## config.mk

```make
export PLATFORM = sky130hd
export DESIGN_NAME = data_distributor
export DESIGN_NICKNAME = d
export VERILOG_FILES = /design/src/rtl/data_distributor_pkg.sv /design/src/rtl/data_distributor_nibble_scatter.sv /design/src/rtl/data_distributor.sv
export SDC_FILE = /design/constraint.sdc
export NUM_CORES = 1
export LEC_CHECK = 0
export BUFFER_PORTS_ARGS = -buffer_cell sky130_fd_sc_hd__buf_2
export CORE_MARGIN = 4
export CORE_UTILIZATION = 48
export CTS_CLUSTER_SIZE = 20
export DETAILED_ROUTE_END_ITERATION = 7
export MAX_ROUTING_LAYER = met4
export PLACE_DENSITY_LB_ADDON = 0.15
export SYNTH_ARGS = -nofsm -noshare
export SYNTH_HDL_FRONTEND = slang
export SYNTH_SLANG_ARGS = --single-unit
```

## constraint.sdc

```tcl
create_clock -name clk -period 6.3 [get_ports clk]
set_input_delay 0.315 -clock clk [delete_from_list [all_inputs] [get_ports clk]]
set_output_delay 0.315 -clock clk [all_outputs]
set_load 0.03 [all_outputs]
```

## src/rtl/data_distributor_pkg.sv

```systemverilog
// rtl/data_distributor_pkg.sv - shared constants and slot numbering for the nibble selector bus
package data_distributor_pkg;

    localparam int DATA_WIDTH = 4;
    localparam int LANES      = 4;
    localparam int BEATS      = 4;
    localparam int SLOTS      = LANES * BEATS;
    localparam int DEST_BITS  = 4;
    localparam int BUS_BITS   = LANES * DATA_WIDTH;
    localparam int WORD_BITS  = SLOTS * DATA_WIDTH;
    localparam int CNT_BITS   = $clog2(BEATS);

    typedef logic [CNT_BITS-1:0] beatT;

    // Slot numbering is shared with the selector side: beat-major, lane-minor.
    function automatic int slotIndex(input int b, input int l);
        return b * LANES + l;
    endfunction

endpackage

```

## src/rtl/data_distributor_nibble_scatter.sv

```systemverilog
// rtl/data_distributor_nibble_scatter.sv - merges one beat's nibbles into the assembly buffer
module data_distributor_nibble_scatter
    import data_distributor_pkg::*;
(
    input  logic [WORD_BITS-1:0] bufIn,
    input  beatT                 beat,
    input  logic [BUS_BITS-1:0]  beatData,
    input  logic [WORD_BITS-1:0] destMap,
    output logic [WORD_BITS-1:0] bufOut
);

    always_comb begin
        int k;
        logic [DEST_BITS-1:0] dest;
        k      = 0;
        dest   = '0;
        bufOut = bufIn;
        // Ascending lane order lets the higher slot overwrite on a shared destination.
        for (int l = 0; l < LANES; l++) begin
            k    = slotIndex(int'(beat), l);
            dest = destMap[k*DEST_BITS +: DEST_BITS];
            bufOut[int'(dest)*DATA_WIDTH +: DATA_WIDTH] = beatData[l*DATA_WIDTH +: DATA_WIDTH];
        end
    end

endmodule

```

## src/rtl/data_distributor.sv

```systemverilog
// rtl/data_distributor.sv - rebuilds a 64-bit word from a 4-beat nibble selector stream
module data_distributor
    import data_distributor_pkg::*;
(
    input  logic                 clk,
    input  logic                 rst,
    input  logic                 wValid,
    input  logic [BUS_BITS-1:0]  wData,
    input  logic [WORD_BITS-1:0] wDest,
    input  logic                 wFlush,
    output logic [WORD_BITS-1:0] rData,
    output logic                 rValid,
    output logic                 rBusy
);

    localparam beatT LAST_BEAT = beatT'(BEATS - 1);

    beatT                 beatCnt;
    logic [WORD_BITS-1:0] mapReg;
    logic [WORD_BITS-1:0] buffer;
    logic [WORD_BITS-1:0] merged;
    logic                 firstBeat;

    // Beat 0 sees the live map and a cleared buffer so a frame never inherits old state.
    assign firstBeat = (beatCnt == '0);

    data_distributor_nibble_scatter uScatter (
        .bufIn    (firstBeat ? '0 : buffer),
        .beat     (beatCnt),
        .beatData (wData),
        .destMap  (firstBeat ? wDest : mapReg),
        .bufOut   (merged)
    );

    always_ff @(posedge clk) begin
        if (!rst) begin
            beatCnt <= '0;
            mapReg  <= '0;
            buffer  <= '0;
            rData   <= '0;
            rValid  <= 1'b0;
            rBusy   <= 1'b0;
        end else begin
            rValid <= 1'b0;
            if (wFlush) begin
                beatCnt <= '0;
                buffer  <= '0;
                rBusy   <= 1'b0;
            end else if (wValid) begin
                buffer  <= merged;
                beatCnt <= beatCnt + beatT'(1);
                if (firstBeat) begin
                    mapReg <= wDest;
                end
                if (beatCnt == LAST_BEAT) begin
                    rData  <= merged;
                    rValid <= 1'b1;
                    rBusy  <= 1'b0;
                end else begin
                    rBusy  <= 1'b1;
                end
            end
        end
    end

endmodule
```

## Word level (Yosys, flattened, before mapping)

Cells that the tools add are included.

- Bitwise operators: 3
- Mux-type cells: 8
- Add/subtract/negate cells: 8
- Reductions and logical operators: 5
- Shifts and indexed selects: 12
- Eq/ne operators: 1

Operator list:

| operator | number |
|---|---|
| bitwise mux 64 bit | 4 |
| variable shift 4 x 33 -> 64 bit (first input constant) | 4 |
| indexed part select 4 x 33 -> 64 bit | 4 |
| indexed part select 64 x 32 -> 4 bit | 3 |
| negation 6 -> 33 bit | 4 |
| 2-to-1 mux 64 bit | 2 |
| indexed part select 64 x 7 -> 4 bit | 1 |
| adder 4 x 2 -> 5 bit (second input constant) | 2 |
| adder 4 x 1 -> 5 bit (second input constant) | 1 |
| inverter 1 bit | 3 |
| AND reduction 3 bit | 1 |
| OR reduction 3 bit | 1 |
| adder 2 x 1 -> 2 bit (second input constant) | 1 |
| equality test 2 bit (second input constant) | 1 |
| logical NOT 2 bit | 1 |
| 2-to-1 mux 1 bit | 2 |
| AND reduction 2 bit | 1 |
| OR reduction 2 bit | 1 |

- Bits in registers: 196
- Word-level logic and storage cells: 43
- Bits of input ports: 84
- Output and inout bits: 66

## Depth between registers and ports, before layout

Gate-level depths: netlist of the first run.

- Depth after elaboration: 9
- Gate-level depth with buffers: 26

## Modules after synthesis

A second synthesis of the first run with hierarchy kept.

- Cell total of the unflattened synthesis: 1,558
- Area total of the unflattened synthesis: 13,072.5 sq um

Modules (own cells, without submodules):

| module | area an instance (sq um) | times used | cells an instance |
|---|---|---|---|
| data_distributor | 8,712.1 | 1 | 925 |
| data_distributor_nibble_scatter | 4,360.4 | 1 | 633 |

## Worst setup path before layout of the first run

Ideal clock, no wire load.

- Kind: register -> register
- Start: register beatCnt[1]
- End: register buffer[35]
- Setup slack: 1.348 ns
- Data required time: 6.168 ns
- Data arrival time: 4.820 ns
- Stages on the path, launching flop included: 27
- Setup time: 0.132 ns
- Buffers on the path: 11
- Path through: dfxtp_1 > buf_6 > buf_6 > buf_2 > inv_1 > ha_1 > buf_6 > buf_12 > buf_12 > buf_8 > mux2_1 > o22ai_1 > nor2_1 > buf_2 > inv_1 > ha_1 > buf_1 > nand2_1 > nor3b_1 > or4_1 > clkbuf_1 > or4bb_1 > buf_1 > o21ai_1 > a211oi_1 > a311oi_1 > a21oi_1

- Word-level cells in the longest chain between the ends: 9

Ends and longest elaborated chain:

| item | line | text |
|---|---|---|
| start, declared | data_distributor.sv:18 | `beatT beatCnt;` |
| start signal, assigned | data_distributor.sv:51 | `beatCnt <= beatCnt + beatT'(1);` |
| parallel branches: the longest is 8 deep, another holds negation 6 -> 33 bit | n/a |  |
| bitwise mux 64 bit (*) | data_distributor_nibble_scatter.sv:22 | `bufOut[int'(dest)*DATA_WIDTH +: DATA_WIDTH] = beatData[l*DATA_WIDTH +: DATA_WIDTH];` |
| end signal, assigned | data_distributor.sv:50 | `buffer <= merged;` |
| end, declared | data_distributor.sv:20 | `logic [WORD_BITS-1:0] buffer;` |

Mark *: on every way between the ends.
A chain may end at the register's enable or synchronous reset.

## Worst setup path in the final report of the first run

- Start: register beatCnt[0]
- End: register rData[31]

- Word-level cells in the longest chain between the ends: 9

Ends and longest elaborated chain:

| item | line | text |
|---|---|---|
| parallel branches: the longest is 9 deep, another holds negation 6 -> 33 bit | n/a |  |
| end signal, assigned | data_distributor.sv:56 | `rData <= merged;` |
| end, declared | data_distributor.sv:11 | `output logic [WORD_BITS-1:0] rData,` |

Several ways; the timed one is not identified.

==> results.cfg, run 1 <==
[die]
core_area_sq_um = 26000
fp-row-count = 59
initial_core_util_pct = 48.7
io_pins = 150
die_h_microns = 170
fp.dieW_microns = 170
die-area_sq_um = 29000

[yosys]
synth-edff-count = 0
syn_area_sq_um = 12700
avgSynthCellArea_sq_um = 8.13
syn_nets = 1662
synth_sequential_area_ratio_pct = 31.0
yosys_register_bits = 196
synth_cell_types = 99
netlist_instances = 1556
async_flop_share_pct = 0
yosys_warnings = 0
synth_ff_type = dfxtp_1

[worst_setup_path]
critPathKind = reg2reg
start_kind = register
cp-end-kind = register
crit_fanout = 48
required_ns = 6.66
critPathArrivalTime_ns = 6.14

[clock_network]
cts_max_path_buffers = 2
worstSkewPairLatency_ns = 0.45
post_cts.repair.setup_buffers = 0
ctsRootBufferMaster = clkbuf_16
h-tree-depth = 4
cts_tree = done
cts_resized = 0
cts-hold-fix-buffers = 0
cts.clk_slew.worst_paths_ns = 0.08
numCtsBuffers = 17
cts.sinks = 196

[routing]
route.vias.total = 13090
wl_microns = 47600
drc = 0
vias_per_cell = 6.60
ant_nets = 0
drt_first_pass_iters = 8
drt_iter0_markers = 1588
routedWlPerCell_microns = 24.0

[sta]
worstMarginPinSlew_ns = 1.24
period_share_pct = 91.6
min_period_ns = 5.77
rsz0062_at_grt = false
max_freq_mhz = 173
final_hold_viol_count = 0
setup_viol = 0
finClkSkew_ns = 0.0133
slew_viol_final = 0
max_slew_margin_pct = 16.5
fin_tns_setup_ns = 0

[global_routing]
grt_pass1_vias = 12256
grt_overflow = 0
grt_max_degree = 72
antenna_found_initial = 1
grtUsageTotal_pct = 32.8
grt_pass1_wl_microns = 72200

[run]
maxCapViolCount = 0

[place]
placed_area_sq_um = 13500
place_congestion = 0.984
port_buffers = 149
dp.final_hpwl_microns = 34800

[power]
pwr-share-comb_pct = 27.2
p_clk_share_pct = 34.7
vdd_ir_drop_max_v = 0.000160
netSwitchingPower_w = 0.00124
pwr-share-seq_pct = 38.1
p_int_w = 0.00214
power.density_nw_per_um2 = 240
sw_frac_of_total_pct = 36.7
leakagePower_nw = 5.57

[final_layout]
finalNetCount = 1740
layout-drive-gt1-share_pct = 16.7
syn_to_final_growth_pct = 11.7
final_area_sq_um = 14100

[outcome]
status = finished, final reports clean

[min_path]
hold_class = in2reg
-- per-layer routing --
layer  GRT usage, %  wire length [microns]
met5              -                      0
met4           12.7                   2020
met2           50.3                  21300
met1           42.8                  20000
met3           6.62                   4270
-- registers in the layout (all words and copies together) (netlist names) --
| signal | cells |
|---|---|
| beatCnt | 2 |
| buffer | 64 |
| mapReg | 64 |
| rBusy | 1 |
| rData | 64 |
| rValid | 1 |
-- Yosys cell counts, types with 21 or more instances --
library cell	count	share of area, %
nor2b_1	22	1.1
inv_1	27	0.80
ha_1	22	2.2
and3_1	32	1.6
dfxtp_1	196	31
clkbuf_1	93	2.8
o21ai_1	42	1.7
o21ai_0	52	2.1
a32o_1	36	2.8
a21boi_0	66	3.9
and2_1	21	1.0
nor2_1	87	2.6
a21oi_1	28	1.1
mux2i_1	63	5.0
nand2_1	266	7.9
nand3_1	86	3.4
-- metrics by stage --
stage / cells / total power, W / util [%] / setup WS (ns) / hold WS [ns]
after floorplan: 1556 / 0.00193 / - / 1.35 / 0.417
after global placement: 1950 / 0.00220 / 52.0 / 0.727 / 0.429
after detailed placement: 1950 / 0.00221 / 52.0 / 0.694 / 0.439
after CTS: 1982 / 0.00338 / 54.4 / 0.644 / 0.113
after global routing: 1983 / 0.00351 / 54.4 / 0.327 / 0.113
final: 1983 / 0.00339 / 54.4 / 0.527 / 0.120
-- worst max-delay path: stages (launching register included) --
cell      delay (ns)
dfxtp_1         0.47
inv_2           0.32
ha_4            0.69
mux2_2          0.41
o22ai_1         0.37
or2_1           0.69
ha_1            0.68
nor3_1          0.74
nand2_1         0.27
and2_1          0.21
o311ai_1        0.43
o211ai_1        0.18
a21boi_0        0.19
-- power by group through the flow --
| stage | Combinational (W) | Clock [W] | Sequential, W |
|---|---|---|---|
| 5_1_grt | 0.000979 | 0.00124 | 0.00130 |
| 2_1_floorplan | 0.000612 | 0 | 0.00131 |
| 3_5_place_dp | 0.000892 | 0 | 0.00132 |
| 3_3_place_gp | 0.000885 | 0 | 0.00132 |
| 4_1_cts | 0.000895 | 0.00119 | 0.00129 |
| 6_report | 0.000922 | 0.00117 | 0.00129 |
-- worst paths after layout --
| kind | startpoint | end | slack, ns | cells after the start |
|---|---|---|---|---|
| setup reg to reg | beatCnt[0] | rData[31] | 0.53 | 12 |
| setup / recovery | beatCnt[0] | rData[31] | 0.53 | 12 |
| hold / removal | wDest[3] | mapReg[3] | 0.12 | 3 |
| hold reg to reg | rData[17] | rData[17] | 0.44 | 2 |
-- layout make-up --
type,count,area (sq um)
fill,2522,11800
tap,335,419
inverter,31,116
clock inverter,14,176
clock buffer,18,439
sequential,196,3920
timing repair buffer,180,978
antenna,1,2.50
multi-input combinational,1208,8080
-- cells by family (layout without fill, tap and decap cells) --
| family | after synthesis | after routing | share of synthesized area [%] |
|---|---|---|---|
| buf+inv | 152 | 243 | 5.36 |
| xor+xnor | 3 | 3 | 0.267 |
| other cells | 0 | 1 | 0 |
| simple gates | 624 | 624 | 23.8 |
| compound gates | 468 | 468 | 28.5 |
| mux | 91 | 91 | 8.93 |
| fa+ha+maj | 22 | 22 | 2.17 |
| flops | 196 | 196 | 31.0 |
-- layout by cell type (no fill, tap or decap), types with 12 or more instances in the layout --
cell,synthesis,final
and3_1,32,32
a21oi_1,28,28
o211ai_1,17,17
a311oi_1,15,15
mux4_2,13,13
dfxtp_1,196,196
nor2b_1,22,21
buf_2,11,149
a21boi_0,66,66
mux2i_1,63,63
a221o_1,13,13
o221ai_1,13,13
a221oi_1,12,12
buf_4,0,31
a211oi_1,13,13
clkbuf_16,0,17
nand2_1,266,266
a32o_1,36,36
o21ai_1,42,42
a22oi_1,13,13
o21ai_0,52,52
and2_1,21,21
a31oi_1,14,14
nor3_1,20,19
nand3_1,86,86
nand4_1,18,18
ha_1,22,21
a41oi_1,12,12
inv_1,27,27
nand2b_1,14,14
nor2_1,87,85
Note: power is estimated with default switching activity, not from simulation.
==> run 2: changes to the inputs <==
--- a/config.mk
+++ b/config.mk
@@ -16,2 +16,3 @@
 export SYNTH_HDL_FRONTEND = slang
+export SYNTH_HIERARCHICAL = 1
 export SYNTH_SLANG_ARGS = --single-unit
--- a/constraint.sdc
+++ b/constraint.sdc
@@ -3,2 +3,2 @@
 set_output_delay 0.315 -clock clk [all_outputs]
-set_load 0.03 [all_outputs]
+set_load 0.005 [all_outputs]
==> run 2 against run 1 <==
Final cell count increased by 0.40%. First-iteration DRC count decreased by 27%. Hold slack got worse by 0.013 ns. Utilization decreased by 0.86 points. Critical path depth increased by 3. Combinational power decreased by 2%. Clock skew increased by 0.0084 ns. Wire length decreased by 3.6%. Sequential power about the same. Sequential share of layout area decreased by 0.49 points. Highest routed layer unchanged.
==> results.cfg, run 2 <==
[outcome]
status = finished, final reports clean

[yosys]
avgSynthCellArea_sq_um = 8.39
syn_nets = 1665
synth_top_area_share_pct = 30.0
syn_area_sq_um = 13100
synth_cell_types = 68
synth_sequential_area_ratio_pct = 30.0
synth_most_common_cell = nand2_1
netlist_instances = 1558
synth_ff_type = dfxtp_1
synthTopCellsByArea = dfxtp_1, mux2i_1, nand2_1
synth_area_leader_cell = dfxtp_1
yosys-top-cells-count = nand2_1, mux2i_1, dfxtp_1
synth-edff-count = 0
yosys_warnings = 6
yosys_register_bits = 196
async_flop_share_pct = 0

[sta]
fin_tns_setup_ns = 0
final_hold_viol_count = 0
worstMarginPinSlew_ns = 1.00
rsz0062_at_grt = false
min_period_ns = 5.09
slew_viol_final = 0
setup_viol = 0
finClkSkew_ns = 0.0218
period_share_pct = 80.8
whs_ns = 0.107
max_freq_mhz = 196
max_slew_margin_pct = 32.6

[routing]
drt_first_pass_iters = 6
wl_microns = 45800
drt_iter0_markers = 1163
routedWlPerCell_microns = 23.0
drc = 0
route.vias.total = 11978
ant_nets = 0
vias_per_cell = 6.02

[clock_network]
h-tree-depth = 4
post_cts.repair.setup_buffers = 0
cts.clk_slew.worst_paths_ns = 0.09
numCtsBuffers = 17
cts_max_path_buffers = 2
cts_resized = 0
worstSkewPairLatency_ns = 0.45
cts_tree = done
cts-hold-fix-buffers = 0
cts.sinks = 196
ctsRootBufferMaster = clkbuf_16

[global_routing]
grt_overflow = 0
antenna_found_initial = 1
grt_max_degree = 115
grtUsageTotal_pct = 30.3
grt_pass1_wl_microns = 69500
grt_pass1_vias = 11521

[place]
port_buffers = 149
place_congestion = 0.999
place_inst = 1957
placed_area_sq_um = 13800
dp.final_hpwl_microns = 33400

[die]
initial_core_util_pct = 48.6
fp.dieW_microns = 173
fp-row-count = 60
io_pins = 150
core_area_sq_um = 26900
die-area_sq_um = 29900
die_h_microns = 173

[min_path]
hold_class = in2reg
min_to = mapReg[38]
worstHoldStart = wDest[38]
hold_depth = 3

[final_layout]
layout-drive-gt1-share_pct = 18.0
final_cell_mix = nand2_1, mux2i_1, dfxtp_1
layout_commonest_cell = nand2_1
syn_to_final_growth_pct = 10.1
finalNetCount = 1742
top_regs = buffer x64, mapReg x64, rData x64
final_cells = 1991
final_area_sq_um = 14400

[worst_setup_path]
critPathKind = reg2reg
critPathMaxStageDelay_ns = 0.76
timing.rr.start = beatCnt[0]
required_ns = 6.60
crit_fanout = 46
start_kind = register
regToRegEndpoint = buffer[27]
regToRegSetupSlack_ns = 1.21
startpoint = beatCnt[0]
slowest_stage = nor3_1
r2r_cells = 15
critPathArrivalTime_ns = 5.40
path_cells = inv_1 -> ha_4 -> mux2_2 -> mux4_2 -> inv_1 -> ha_1 -> nand2_1 -> mux2i_1 -> o21ai_0 -> nor3_1 -> nand2_1 -> and2_1 -> a31o_2 -> mux2i_1 -> nor2_1
cp-end-kind = register

[power]
power.density_nw_per_um2 = 229
vdd_ir_drop_max_v = 0.000182
leakagePower_nw = 6.03

[run]
maxCapViolCount = 0
==> run 2: cell count changes after synthesis, sizes merged, moves of 12 or more <==
| cell | previous run | this run |
|---|---|---|
| a21boi | 68 | 2 |
| a221oi | 12 | 0 |
| a311oi | 17 | 0 |
| a32o | 36 | 1 |
| buf | 27 | 64 |
| clkbuf | 94 | 45 |
| mux2 | 12 | 66 |
| mux2i | 65 | 241 |
| nand2 | 266 | 358 |
| nand3 | 86 | 31 |
| nand4 | 18 | 3 |
| nor2 | 88 | 120 |
| nor2b | 22 | 69 |
| o21ai | 95 | 11 |
==> run 2: power by group <==
| part | total [W] | internal [W] | switching, W |
|---|---|---|---|
| clock network | 0.00111 | 0.000531 | 0.000576 |
| registers | 0.00129 | 0.00127 | 0.0000149 |
| logic | 0.000906 | 0.000306 | 0.000600 |
==> run 2: routing by layer <==
metal  global-route usage [%]  share of wire (%)  vias to the layer above  wire [microns]
li1                         -                  -                     5612               -
met1                     42.6                 48                     5847           21800
met2                     45.2                 44                      437           20100
met3                     5.09                6.2                       82            2820
met4                     8.41                2.5                        0            1160
met5                        -                  0                        -               0
==> run 2: logic make-up after synthesis <==
family / count (synthesis) / share of synthesized area (%)
and+or+nand+nor: 687 / 23.7
AOI/OAI and AO/OA: 192 / 11.1
xor gates and xnor gates: 5 / 0.392
muxes: 325 / 27.3
adders and majority gates: 23 / 2.20
buffers and inverters: 130 / 5.28
DFF: 196 / 30.0
==> run 2: how the worst max path moves through the flow <==
stage / end / slack (ns) / depth (start not counted)
after floorplan: buffer[27] / 1.96 / 19
after CTS: buffer[27] / 1.29 / 15
after detailed placement: buffer[27] / 1.30 / 15
after global placement: buffer[27] / 1.37 / 14
final: buffer[27] / 1.21 / 15
after global routing: buffer[27] / 0.89 / 15
==> run 2: area by class of cell <==
cell class	count	area, sq um
Antenna cell	2	5.00
Clock buffer	19	433
Clock inverter	13	145
Fill cell	2600	12500
Inverter	21	78.8
Multi-Input combinational cell	1232	8490
Sequential cell	196	3920
Tap cell	341	427
Timing Repair Buffer	167	892
==> run 2: stage by stage <==
| stage | power [W] | utilization [%] | setup slack, ns |
|---|---|---|---|
| 3_5_place_dp | 0.00219 | 51.4 | 1.30 |
| 6_report | 0.00330 | 53.5 | 1.21 |
| 2_1_floorplan | 0.00191 | - | 1.96 |
| 4_1_cts | 0.00329 | 53.5 | 1.29 |
| 3_3_place_gp | 0.00219 | 51.4 | 1.37 |
| 5_1_grt | 0.00343 | 53.5 | 0.888 |
==> run 2: critical path, delay by kind of cell, from the launching register on <==
kind / cells / cell delay [ns]
buf+inv: 2 / 0.24
compound gates: 2 / 0.48
simple gates: 5 / 1.53
mux: 4 / 1.37
flops: 1 / 0.31
fa+ha+maj: 2 / 1.01
